### config.mk
export PLATFORM = sky130hd
export DESIGN_NAME = asu_ddr5_read_manager_flat
export DESIGN_NICKNAME = d
export VERILOG_FILES = /design/src/rtl/asu_ddr5_pkg.sv /design/src/rtl/asu_ddr5_read_manager_if.sv /design/src/rtl/asu_ddr5_rd_crc_check.sv /design/src/rtl/asu_ddr5_read_manager.sv /design/src/flat_wrapper.sv
export SDC_FILE = /design/constraint.sdc
export NUM_CORES = 1
export LEC_CHECK = 0
export ABC_AREA = 1
export BUFFER_PORTS_ARGS = -buffer_cell sky130_fd_sc_hd__clkbuf_2
export CAP_MARGIN = 20
export CORE_UTILIZATION = 55
export DETAILED_ROUTE_END_ITERATION = 8
export PLACE_DENSITY = 0.79
export SYNTH_ARGS = -nofsm -noshare
export SYNTH_HDL_FRONTEND = slang
export SYNTH_SLANG_ARGS = --single-unit
### constraint.sdc
create_clock -name clk_i -period 1.65 [get_ports clk_i]
set_input_delay 0.0825 -clock clk_i [delete_from_list [all_inputs] [get_ports clk_i]]
set_output_delay 0.0825 -clock clk_i [all_outputs]
set_load 0.1 [all_outputs]
### src/rtl/asu_ddr5_pkg.sv
// ---------------------------------------------------------------------------
// asu_ddr5_pkg
// Shared definitions for the DDR5 read manager: FSM state encoding,
// burst-length codes, beats-per-burst constants, CRC-8 parameters, the
// data-phase timeout constant and small helper functions.
// ---------------------------------------------------------------------------
package asu_ddr5_pkg;

    typedef enum logic [2:0] {
        ST_IDLE      = 3'd0,
        ST_WAIT_RL   = 3'd1,
        ST_PREAMBLE  = 3'd2,
        ST_DATA      = 3'd3,
        ST_CRC       = 3'd4,
        ST_POSTAMBLE = 3'd5
    } rd_state_e;

    // burst_length_i encodings
    localparam logic [1:0] BL_16   = 2'b00;
    localparam logic [1:0] BC_8    = 2'b01;
    localparam logic [1:0] BL_32   = 2'b10;
    localparam logic [1:0] BL_RSVD = 2'b11;

    // DATA-state cycles (beat pairs) per burst
    localparam logic [4:0] BEATS_BL16 = 5'd8;
    localparam logic [4:0] BEATS_BC8  = 5'd4;
    localparam logic [4:0] BEATS_BL32 = 5'd16;

    localparam logic [7:0] CRC8_POLY = 8'h07;
    localparam logic [7:0] CRC8_INIT = 8'h00;

    // consecutive dq_valid_i-low cycles that abandon the data phase
    localparam int DQ_TIMEOUT = 4;

    // Reserved code falls back to BL16.
    function automatic logic [4:0] beats_for(input logic [1:0] bl);
        logic [4:0] beats;
        case (bl)
            BC_8:    beats = BEATS_BC8;
            BL_32:   beats = BEATS_BL32;
            default: beats = BEATS_BL16;
        endcase
        return beats;
    endfunction

    // One serial step of CRC-8, MSB-first shift register.
    function automatic logic [7:0] crc8_bit(input logic [7:0] crc, input logic din);
        logic fb;
        fb = crc[7] ^ din;
        return {crc[6:0], 1'b0} ^ (fb ? CRC8_POLY : 8'h00);
    endfunction

endpackage

### src/rtl/asu_ddr5_read_manager_if.sv
// ---------------------------------------------------------------------------
// asu_ddr5_read_manager_if
// Groups the command/config inputs, the DRAM capture bus, the DFI read-data
// return and the status pulses of the read manager.
//   slave  : seen by the read manager (inputs in, data/status out)
//   master : seen by the driving side (controller + PHY capture model)
// ---------------------------------------------------------------------------
interface asu_ddr5_read_manager_if #(
    parameter int pDRAM_SIZE = 4
);
    logic                      rd_cmd_i;
    logic [1:0]                burst_length_i;
    logic [5:0]                rl_i;
    logic [2:0]                precycle_i;
    logic [1:0]                postcycle_i;
    logic [2*pDRAM_SIZE-1:0]   dq_i;
    logic                      dq_valid_i;
    logic [2*pDRAM_SIZE-1:0]   dfi_rddata_o;
    logic                      dfi_rddata_valid_o;
    logic                      rd_busy_o;
    logic                      cmd_drop_o;
    logic                      dq_timeout_o;
    logic                      crc_err_o;

    modport slave (
        input  rd_cmd_i, burst_length_i, rl_i, precycle_i, postcycle_i,
        input  dq_i, dq_valid_i,
        output dfi_rddata_o, dfi_rddata_valid_o,
        output rd_busy_o, cmd_drop_o, dq_timeout_o, crc_err_o
    );

    modport master (
        output rd_cmd_i, burst_length_i, rl_i, precycle_i, postcycle_i,
        output dq_i, dq_valid_i,
        input  dfi_rddata_o, dfi_rddata_valid_o,
        input  rd_busy_o, cmd_drop_o, dq_timeout_o, crc_err_o
    );
endinterface

### src/rtl/asu_ddr5_rd_crc_check.sv
// ---------------------------------------------------------------------------
// asu_ddr5_rd_crc_check
// CRC-8 (poly 0x07, init 0x00) accumulated over every bit of each accepted
// DATA cycle, MSB first. On the CRC beat the low byte of data_i is compared
// against the accumulator; a mismatch gives a one-cycle crc_err_o pulse on
// the following cycle.
// Ports:
//   clk_i, rst_i  clock, async active-low reset
//   clear_i       restart accumulation (new burst accepted)
//   data_en_i     data_i is a DATA beat to accumulate
//   data_i        captured DQ word
//   check_en_i    data_i carries the CRC beat
//   crc_err_o     registered mismatch pulse
// ---------------------------------------------------------------------------
module asu_ddr5_rd_crc_check
    import asu_ddr5_pkg::*;
#(
    parameter int pWIDTH = 8
) (
    input  logic              clk_i,
    input  logic              rst_i,
    input  logic              clear_i,
    input  logic              data_en_i,
    input  logic [pWIDTH-1:0] data_i,
    input  logic              check_en_i,
    output logic              crc_err_o
);

    logic [7:0] r_crc;
    logic [7:0] w_crc_nxt;
    logic       r_err;

    always_comb begin
        w_crc_nxt = r_crc;
        for (int i = pWIDTH - 1; i >= 0; i--) begin
            w_crc_nxt = crc8_bit(w_crc_nxt, data_i[i]);
        end
    end

    always_ff @(posedge clk_i or negedge rst_i) begin
        if (!rst_i) begin
            r_crc <= CRC8_INIT;
            r_err <= 1'b0;
        end else begin
            if (clear_i) begin
                r_crc <= CRC8_INIT;
            end else if (data_en_i) begin
                r_crc <= w_crc_nxt;
            end
            r_err <= check_en_i && (data_i[7:0] != r_crc);
        end
    end

    assign crc_err_o = r_err;

endmodule

### src/rtl/asu_ddr5_read_manager.sv
// ---------------------------------------------------------------------------
// asu_ddr5_read_manager
// Sequences one DDR5 READ burst: waits read latency, skips the preamble,
// forwards each valid DQ beat pair to the DFI read-data return one cycle
// later, optionally checks the trailing CRC beat, then waits out the
// postamble. Commands arriving while busy or disabled are dropped and
// flagged; a stalled data phase is abandoned after DQ_TIMEOUT idle cycles.
//
// Build option: define ASU_DDR5_RD_CRC_EN to add the CRC state and the
// asu_ddr5_rd_crc_check instance; otherwise crc_err_o is tied low.
//
// Parameters: pDRAM_SIZE - DRAM device width (4, 8 or 16)
// Ports:
//   clk_i     PHY clock, rising edge
//   rst_i     asynchronous active-low reset
//   enable_i  block enable; low freezes the FSM and drops commands
//   rd_if     asu_ddr5_read_manager_if.slave (cmd/config, dq, dfi, status)
//
// State       | meaning
// ------------+--------------------------------------------------------
// ST_IDLE     | waiting for rd_cmd_i
// ST_WAIT_RL  | counting read latency
// ST_PREAMBLE | counting preamble cycles, dq_i ignored
// ST_DATA     | forwarding beat pairs on dq_valid_i, watching for stall
// ST_CRC      | waiting for the CRC beat (CRC build only)
// ST_POSTAMBLE| counting postamble cycles
// ---------------------------------------------------------------------------
module asu_ddr5_read_manager
    import asu_ddr5_pkg::*;
#(
    parameter int pDRAM_SIZE = 4
) (
    input  logic                    clk_i,
    input  logic                    rst_i,
    input  logic                    enable_i,
    asu_ddr5_read_manager_if.slave  rd_if
);

    localparam int         W        = 2 * pDRAM_SIZE;
    localparam logic [2:0] TMO_LAST = 3'(DQ_TIMEOUT - 1);

    rd_state_e   r_state;
    rd_state_e   w_state_nxt;
    rd_state_e   w_post_state;
    logic [5:0]  r_cnt;
    logic [5:0]  w_cnt_nxt;
    logic [5:0]  w_post_cnt;
    logic [4:0]  r_beats;
    logic [4:0]  w_beats_nxt;
    logic [2:0]  r_idle;
    logic [2:0]  w_idle_nxt;
    logic [2:0]  r_pre;
    logic [1:0]  r_post;
    logic [W-1:0] r_rddata;
    logic        r_rddata_valid;
    logic        r_cmd_drop;
    logic        w_timeout;
    logic        w_accept_cmd;
    logic        w_data_acc;
    logic        w_crc_err;

    assign w_accept_cmd = enable_i && rd_if.rd_cmd_i && (r_state == ST_IDLE);
    assign w_data_acc   = enable_i && rd_if.dq_valid_i && (r_state == ST_DATA);

    // Where the burst goes once data (and CRC, if built) is done.
    assign w_post_state = (r_post != 2'd0) ? ST_POSTAMBLE : ST_IDLE;
    assign w_post_cnt   = {4'b0000, r_post};

    always_ff @(posedge clk_i or negedge rst_i) begin
        if (!rst_i) begin
            r_state <= ST_IDLE;
            r_cnt   <= '0;
            r_beats <= '0;
            r_idle  <= '0;
        end else begin
            r_state <= w_state_nxt;
            r_cnt   <= w_cnt_nxt;
            r_beats <= w_beats_nxt;
            r_idle  <= w_idle_nxt;
        end
    end

    always_comb begin
        w_state_nxt = r_state;
        w_cnt_nxt   = r_cnt;
        w_beats_nxt = r_beats;
        w_idle_nxt  = r_idle;
        w_timeout   = 1'b0;
        if (enable_i) begin
            case (r_state)
                ST_IDLE: begin
                    if (rd_if.rd_cmd_i) begin
                        w_idle_nxt  = '0;
                        w_beats_nxt = beats_for(rd_if.burst_length_i);
                        if (rd_if.rl_i != 6'd0) begin
                            w_state_nxt = ST_WAIT_RL;
                            w_cnt_nxt   = rd_if.rl_i;
                        end else if (rd_if.precycle_i != 3'd0) begin
                            w_state_nxt = ST_PREAMBLE;
                            w_cnt_nxt   = {3'b000, rd_if.precycle_i};
                        end else begin
                            w_state_nxt = ST_DATA;
                        end
                    end
                end
                ST_WAIT_RL: begin
                    if (r_cnt <= 6'd1) begin
                        if (r_pre != 3'd0) begin
                            w_state_nxt = ST_PREAMBLE;
                            w_cnt_nxt   = {3'b000, r_pre};
                        end else begin
                            w_state_nxt = ST_DATA;
                        end
                    end else begin
                        w_cnt_nxt = r_cnt - 6'd1;
                    end
                end
                ST_PREAMBLE: begin
                    if (r_cnt <= 6'd1) begin
                        w_state_nxt = ST_DATA;
                    end else begin
                        w_cnt_nxt = r_cnt - 6'd1;
                    end
                end
                ST_DATA: begin
                    if (rd_if.dq_valid_i) begin
                        w_idle_nxt = '0;
                        if (r_beats <= 5'd1) begin
`ifdef ASU_DDR5_RD_CRC_EN
                            w_state_nxt = ST_CRC;
`else
                            w_state_nxt = w_post_state;
                            w_cnt_nxt   = w_post_cnt;
`endif
                        end else begin
                            w_beats_nxt = r_beats - 5'd1;
                        end
                    end else if (r_idle == TMO_LAST) begin
                        // timeout fires during the 4th idle cycle itself
                        w_timeout   = 1'b1;
                        w_idle_nxt  = '0;
                        w_state_nxt = ST_IDLE;
                    end else begin
                        w_idle_nxt = r_idle + 3'd1;
                    end
                end
`ifdef ASU_DDR5_RD_CRC_EN
                ST_CRC: begin
                    if (rd_if.dq_valid_i) begin
                        w_idle_nxt  = '0;
                        w_state_nxt = w_post_state;
                        w_cnt_nxt   = w_post_cnt;
                    end else if (r_idle == TMO_LAST) begin
                        // a missing CRC beat must not wedge the FSM
                        w_timeout   = 1'b1;
                        w_idle_nxt  = '0;
                        w_state_nxt = ST_IDLE;
                    end else begin
                        w_idle_nxt = r_idle + 3'd1;
                    end
                end
`endif
                ST_POSTAMBLE: begin
                    if (r_cnt <= 6'd1) begin
                        w_state_nxt = ST_IDLE;
                    end else begin
                        w_cnt_nxt = r_cnt - 6'd1;
                    end
                end
                default: begin
                    w_state_nxt = ST_IDLE;
                end
            endcase
        end
    end

    always_ff @(posedge clk_i or negedge rst_i) begin
        if (!rst_i) begin
            r_pre          <= '0;
            r_post         <= '0;
            r_rddata       <= '0;
            r_rddata_valid <= 1'b0;
            r_cmd_drop     <= 1'b0;
        end else begin
            if (w_accept_cmd) begin
                r_pre  <= rd_if.precycle_i;
                r_post <= rd_if.postcycle_i;
            end
            r_rddata_valid <= w_data_acc;
            if (w_data_acc) begin
                r_rddata <= rd_if.dq_i;
            end
            r_cmd_drop <= rd_if.rd_cmd_i && ((r_state != ST_IDLE) || !enable_i);
        end
    end

`ifdef ASU_DDR5_RD_CRC_EN
    logic w_crc_beat;
    assign w_crc_beat = enable_i && rd_if.dq_valid_i && (r_state == ST_CRC);

    asu_ddr5_rd_crc_check #(
        .pWIDTH (W)
    ) u_crc_check (
        .clk_i      (clk_i),
        .rst_i      (rst_i),
        .clear_i    (w_accept_cmd),
        .data_en_i  (w_data_acc),
        .data_i     (rd_if.dq_i),
        .check_en_i (w_crc_beat),
        .crc_err_o  (w_crc_err)
    );
`else
    assign w_crc_err = 1'b0;
`endif

    assign rd_if.dfi_rddata_o       = r_rddata;
    assign rd_if.dfi_rddata_valid_o = r_rddata_valid;
    assign rd_if.rd_busy_o          = (r_state != ST_IDLE);
    assign rd_if.cmd_drop_o         = r_cmd_drop;
    assign rd_if.dq_timeout_o       = w_timeout;
    assign rd_if.crc_err_o          = w_crc_err;

endmodule

### src/flat_wrapper.sv
// flat-port wrapper written by rule: the top's interface ports become plain ports
module asu_ddr5_read_manager_flat import asu_ddr5_pkg::*;
#(
    parameter int pDRAM_SIZE = 4
)
  (clk_i, rst_i, enable_i, rd_if_rd_cmd_i, rd_if_burst_length_i, rd_if_rl_i, rd_if_precycle_i, rd_if_postcycle_i, rd_if_dq_i, rd_if_dq_valid_i, rd_if_dfi_rddata_o, rd_if_dfi_rddata_valid_o, rd_if_rd_busy_o, rd_if_cmd_drop_o, rd_if_dq_timeout_o, rd_if_crc_err_o);
  asu_ddr5_read_manager_if #(.pDRAM_SIZE(pDRAM_SIZE)) rd_if_i ();
  input  logic clk_i;
  input  logic rst_i;
  input  logic enable_i;
  input wire logic [$bits(rd_if_i.rd_cmd_i)-1:0] rd_if_rd_cmd_i;
  input wire logic [$bits(rd_if_i.burst_length_i)-1:0] rd_if_burst_length_i;
  input wire logic [$bits(rd_if_i.rl_i)-1:0] rd_if_rl_i;
  input wire logic [$bits(rd_if_i.precycle_i)-1:0] rd_if_precycle_i;
  input wire logic [$bits(rd_if_i.postcycle_i)-1:0] rd_if_postcycle_i;
  input wire logic [$bits(rd_if_i.dq_i)-1:0] rd_if_dq_i;
  input wire logic [$bits(rd_if_i.dq_valid_i)-1:0] rd_if_dq_valid_i;
  output wire logic [$bits(rd_if_i.dfi_rddata_o)-1:0] rd_if_dfi_rddata_o;
  output wire logic [$bits(rd_if_i.dfi_rddata_valid_o)-1:0] rd_if_dfi_rddata_valid_o;
  output wire logic [$bits(rd_if_i.rd_busy_o)-1:0] rd_if_rd_busy_o;
  output wire logic [$bits(rd_if_i.cmd_drop_o)-1:0] rd_if_cmd_drop_o;
  output wire logic [$bits(rd_if_i.dq_timeout_o)-1:0] rd_if_dq_timeout_o;
  output wire logic [$bits(rd_if_i.crc_err_o)-1:0] rd_if_crc_err_o;
  assign rd_if_i.rd_cmd_i = rd_if_rd_cmd_i;
  assign rd_if_i.burst_length_i = rd_if_burst_length_i;
  assign rd_if_i.rl_i = rd_if_rl_i;
  assign rd_if_i.precycle_i = rd_if_precycle_i;
  assign rd_if_i.postcycle_i = rd_if_postcycle_i;
  assign rd_if_i.dq_i = rd_if_dq_i;
  assign rd_if_i.dq_valid_i = rd_if_dq_valid_i;
  assign rd_if_dfi_rddata_o = rd_if_i.dfi_rddata_o;
  assign rd_if_dfi_rddata_valid_o = rd_if_i.dfi_rddata_valid_o;
  assign rd_if_rd_busy_o = rd_if_i.rd_busy_o;
  assign rd_if_cmd_drop_o = rd_if_i.cmd_drop_o;
  assign rd_if_dq_timeout_o = rd_if_i.dq_timeout_o;
  assign rd_if_crc_err_o = rd_if_i.crc_err_o;
  asu_ddr5_read_manager #(.pDRAM_SIZE(pDRAM_SIZE)) u_core (.clk_i(clk_i), .rst_i(rst_i), .enable_i(enable_i), .rd_if(rd_if_i));
endmodule
==> metrics <==
Synth Net Count=328; core area=0.00342 mm^2; Num Clock Sinks=32; Power Dens Cells=2080 mW/mm^2; fmax=627 MHz; Via density=5.04; number of port buffers=37; peak supply drop=0.00161 V; FP Rows=21; CP max stage cell=dfrtp_2; gr usage total=28.8%; Iteration-0 DRC Markers=95; H-tree depth=2; worst path cell trace=nand2_2 > nor2_4 > nand2_4 > nor3_4 > buf_12; area delta synth->final=28.9%; Slew Limit Fails=0; Hold Fails Final Rpt=0; GP Congestion=0.858; Tot Pwr=5420 uW; Clk pwr share=8.7%; post-synth top area share=39.7%; DR WL/cell=12.4 um; cell count after synthesis=295; Synth Register Bits=32; sequential fraction of the synthesis area=39.7%; Logic pwr share=65.2%; Switching Power=3080 uW; die width=62.6 um; status=finished clean; CTS buffer count=5; Setup-failing EPs final=0; Post-Route WL=5080 um; largest net degree at the start of global routing=33; Switching Share=56.9%; crit path kind=flip-flop to output pin; share of cells above drive strength 1=23.5%; Clk Latency, worst-skew pair=0.34 ns; initial antenna violation count=0; Period minus WS final=1.60 ns; period utilisation layout=96.7%; leading area contributor after synthesis=dfrtp_1; die height=62.6 um; vias in the first global route=1,984; Async SR Flop Fraction=100%; ANT cells=0; fin area=0.00260 mm^2; root cell of the clock tree=clkbuf_4; first-pass GRT wire length=8770 um; Vias=2,055; RSZ-0062 raised after global routing=yes; Detailed Routing Iterations Pass 1=4; clock skew=0.00506 ns; clock buffer depth=2; worst-margin pin slew=0.556 ns; final antenna-violating net count=0; I/O pin total=39; nets@finish=394; leakage power=0.00144 uW; Reg clk slew, reported paths=0.11 ns; Post-Syn Area per Cell=6.84 um^2; Critical Path AT=1.51 ns; Flop pwr share=26.1%; Post-synth EDFFs=0; CP required=1.57 ns; hpwl dp=3620 um; # DRC=0; DIE AREA=0.00391 mm^2; Initial Util=59.0%; Worst Hold Class=input pin to flip-flop; slew margin rel.=63.1%; Remaining Overflow, GRT=0; TritonCTS clock tree=done; max-cap violation count=0; Int Power=2330 uW; top_reg_cell synth=dfrtp_1; cell area after synthesis=0.00202 mm^2; ranking of synthesized cells by area=dfrtp_1 40%, nand2_1 22%, inv_1 6.5%, nand3_1 5.0%, nor2_1 4.8%; number of synthesis warnings=0; Critical Path Start Type=flip-flop; Crit path largest cell delay=0.48 ns; synth unique cells=28; critical path peak fanout=8; area of placed instances=0.00237 mm^2; Crit. End Element=output pin
==> worst paths after layout <==
kind | startpoint | endpoint | slack, ns | cells after the start
worst max-delay path | u_core.r_state[1] | rd_if_dq_timeout_o | 0.05 | 5
worst min register to register | u_core.rd_if.dfi_rddata_o[3] | u_core.rd_if.dfi_rddata_o[3] | 0.50 | 2
max in group asynchronous | rst_i | u_core.r_cnt[0] | 1.06 | 3
worst max register to register | u_core.r_state[1] | u_core.r_beats[1] | 0.09 | 8
worst min-delay path | rd_if_precycle_i[1] | u_core.r_pre[1] | 0.03 | 3
min in group asynchronous | rst_i | u_core.r_beats[4] | 0.28 | 3
==> sequential cells by signal (all words and copies together) (netlist names) <==
register / cells
u_core.r_beats: 5
u_core.r_pre: 3
u_core.rd_if.dfi_rddata_o: 8
u_core.rd_if.cmd_drop_o: 1
u_core.rd_if.dfi_rddata_valid_o: 1
u_core.r_post: 2
u_core.r_idle: 3
u_core.r_state: 3
u_core.r_cnt: 6
==> stage by stage <==
step | instances | util [%] | hold slack (ns) | setup slack, ns | setup TNS (ns)
floorplan | 295 | - | -0.213 | -0.0518 | -0.0518
global placement | 386 | 69.3 | 0.128 | 0.116 | 0
detailed placement | 386 | 69.3 | 0.126 | 0.00940 | 0
CTS | 406 | 74.9 | 0.0309 | 0.00962 | 0
global route | 408 | 76.1 | 0.0262 | -0.0278 | -0.123
finish | 408 | 76.1 | 0.0254 | 0.0544 | 0
==> cell usage after synthesis (2+ instances only) <==
master	instances
a21oi_1	4
dfrtp_1	32
ha_1	7
inv_1	35
inv_2	4
nand2_1	116
nand2_2	2
nand3_1	20
nand3_2	2
nand4_1	5
nor2_1	26
nor2_2	4
nor2_4	2
nor3_1	2
o21ai_0	12
o21ai_1	7
o21bai_1	4
==> area by class of cell <==
cell class,count,area (um^2)
clock buffers,5,37.5
clock inverters,3,23.8
fillers,270,816
inverters,40,150
multi-input cells,221,1100
flip-flops and latches,32,805
well taps,46,57.6
repair buffers,61,427
==> power by group through the flow <==
stage | logic, uW | registers, uW | clock network, uW
global route | 3920 | 1460 | 517
CTS | 3400 | 1390 | 472
finish | 3530 | 1420 | 470
global placement | 3280 | 1390 | 0
floorplan | 1850 | 2110 | 0
detailed placement | 3350 | 1400 | 0
==> repair_timing <==
action                                  4_1_cts  5_1_grt
buffers inserted                              0        2
pin swaps                                     1        2
hold endpoints to repair                     43        0
hold buffers                                 12        0
endpoints found under the setup margin        4       18
gates resized for setup                       3       10
==> worst max-delay path, delay by kind of cell, from the launching register on <==
family	cells	cell delay, ns
simple gates	4	0.48
flops	1	0.48
buf+inv	1	0.20
==> layout by cell type (no fill, tap or decap), drive strengths merged <==
master       netlist  layout
a21boi             1       1
a21oi              4       4
clkbuf             0      40
xnor2              1       1
nor3               2       2
o21bai             4       4
dfrtp             32      32
inv               39      39
buf                2      14
conb               1       1
o21ai             20      20
or2                1       1
clkinvlp           0       2
nand4              5       5
nand3             22      22
clkinv             1       2
nand2b             1       1
nand2            118     118
ha                 7       7
a31oi              1       1
dlygate4sd3        0      12
nor2              32      32
mux2               1       1
==> logic make-up (layout without fill, tap and decap cells) <==
group | Yosys count | in the layout | synth area share, %
and+or+nand+nor | 181 | 181 | 38.0
buffers and inverters | 42 | 109 | 8.06
DFF | 32 | 32 | 39.7
AOI/OAI and AO/OA | 30 | 30 | 8.69
adders and majority gates | 7 | 7 | 4.34
other | 1 | 1 | 0.186
xor gates and xnor gates | 1 | 1 | 0.434
muxes | 1 | 1 | 0.558
==> per-layer routing <==
metal	wire [um]	global-route usage [%]
met4	74	9.01
met5	0	0
met1	2310	36.9
met3	235	5.84
met2	2460	48.8
(Power assumes the default switching activity.)
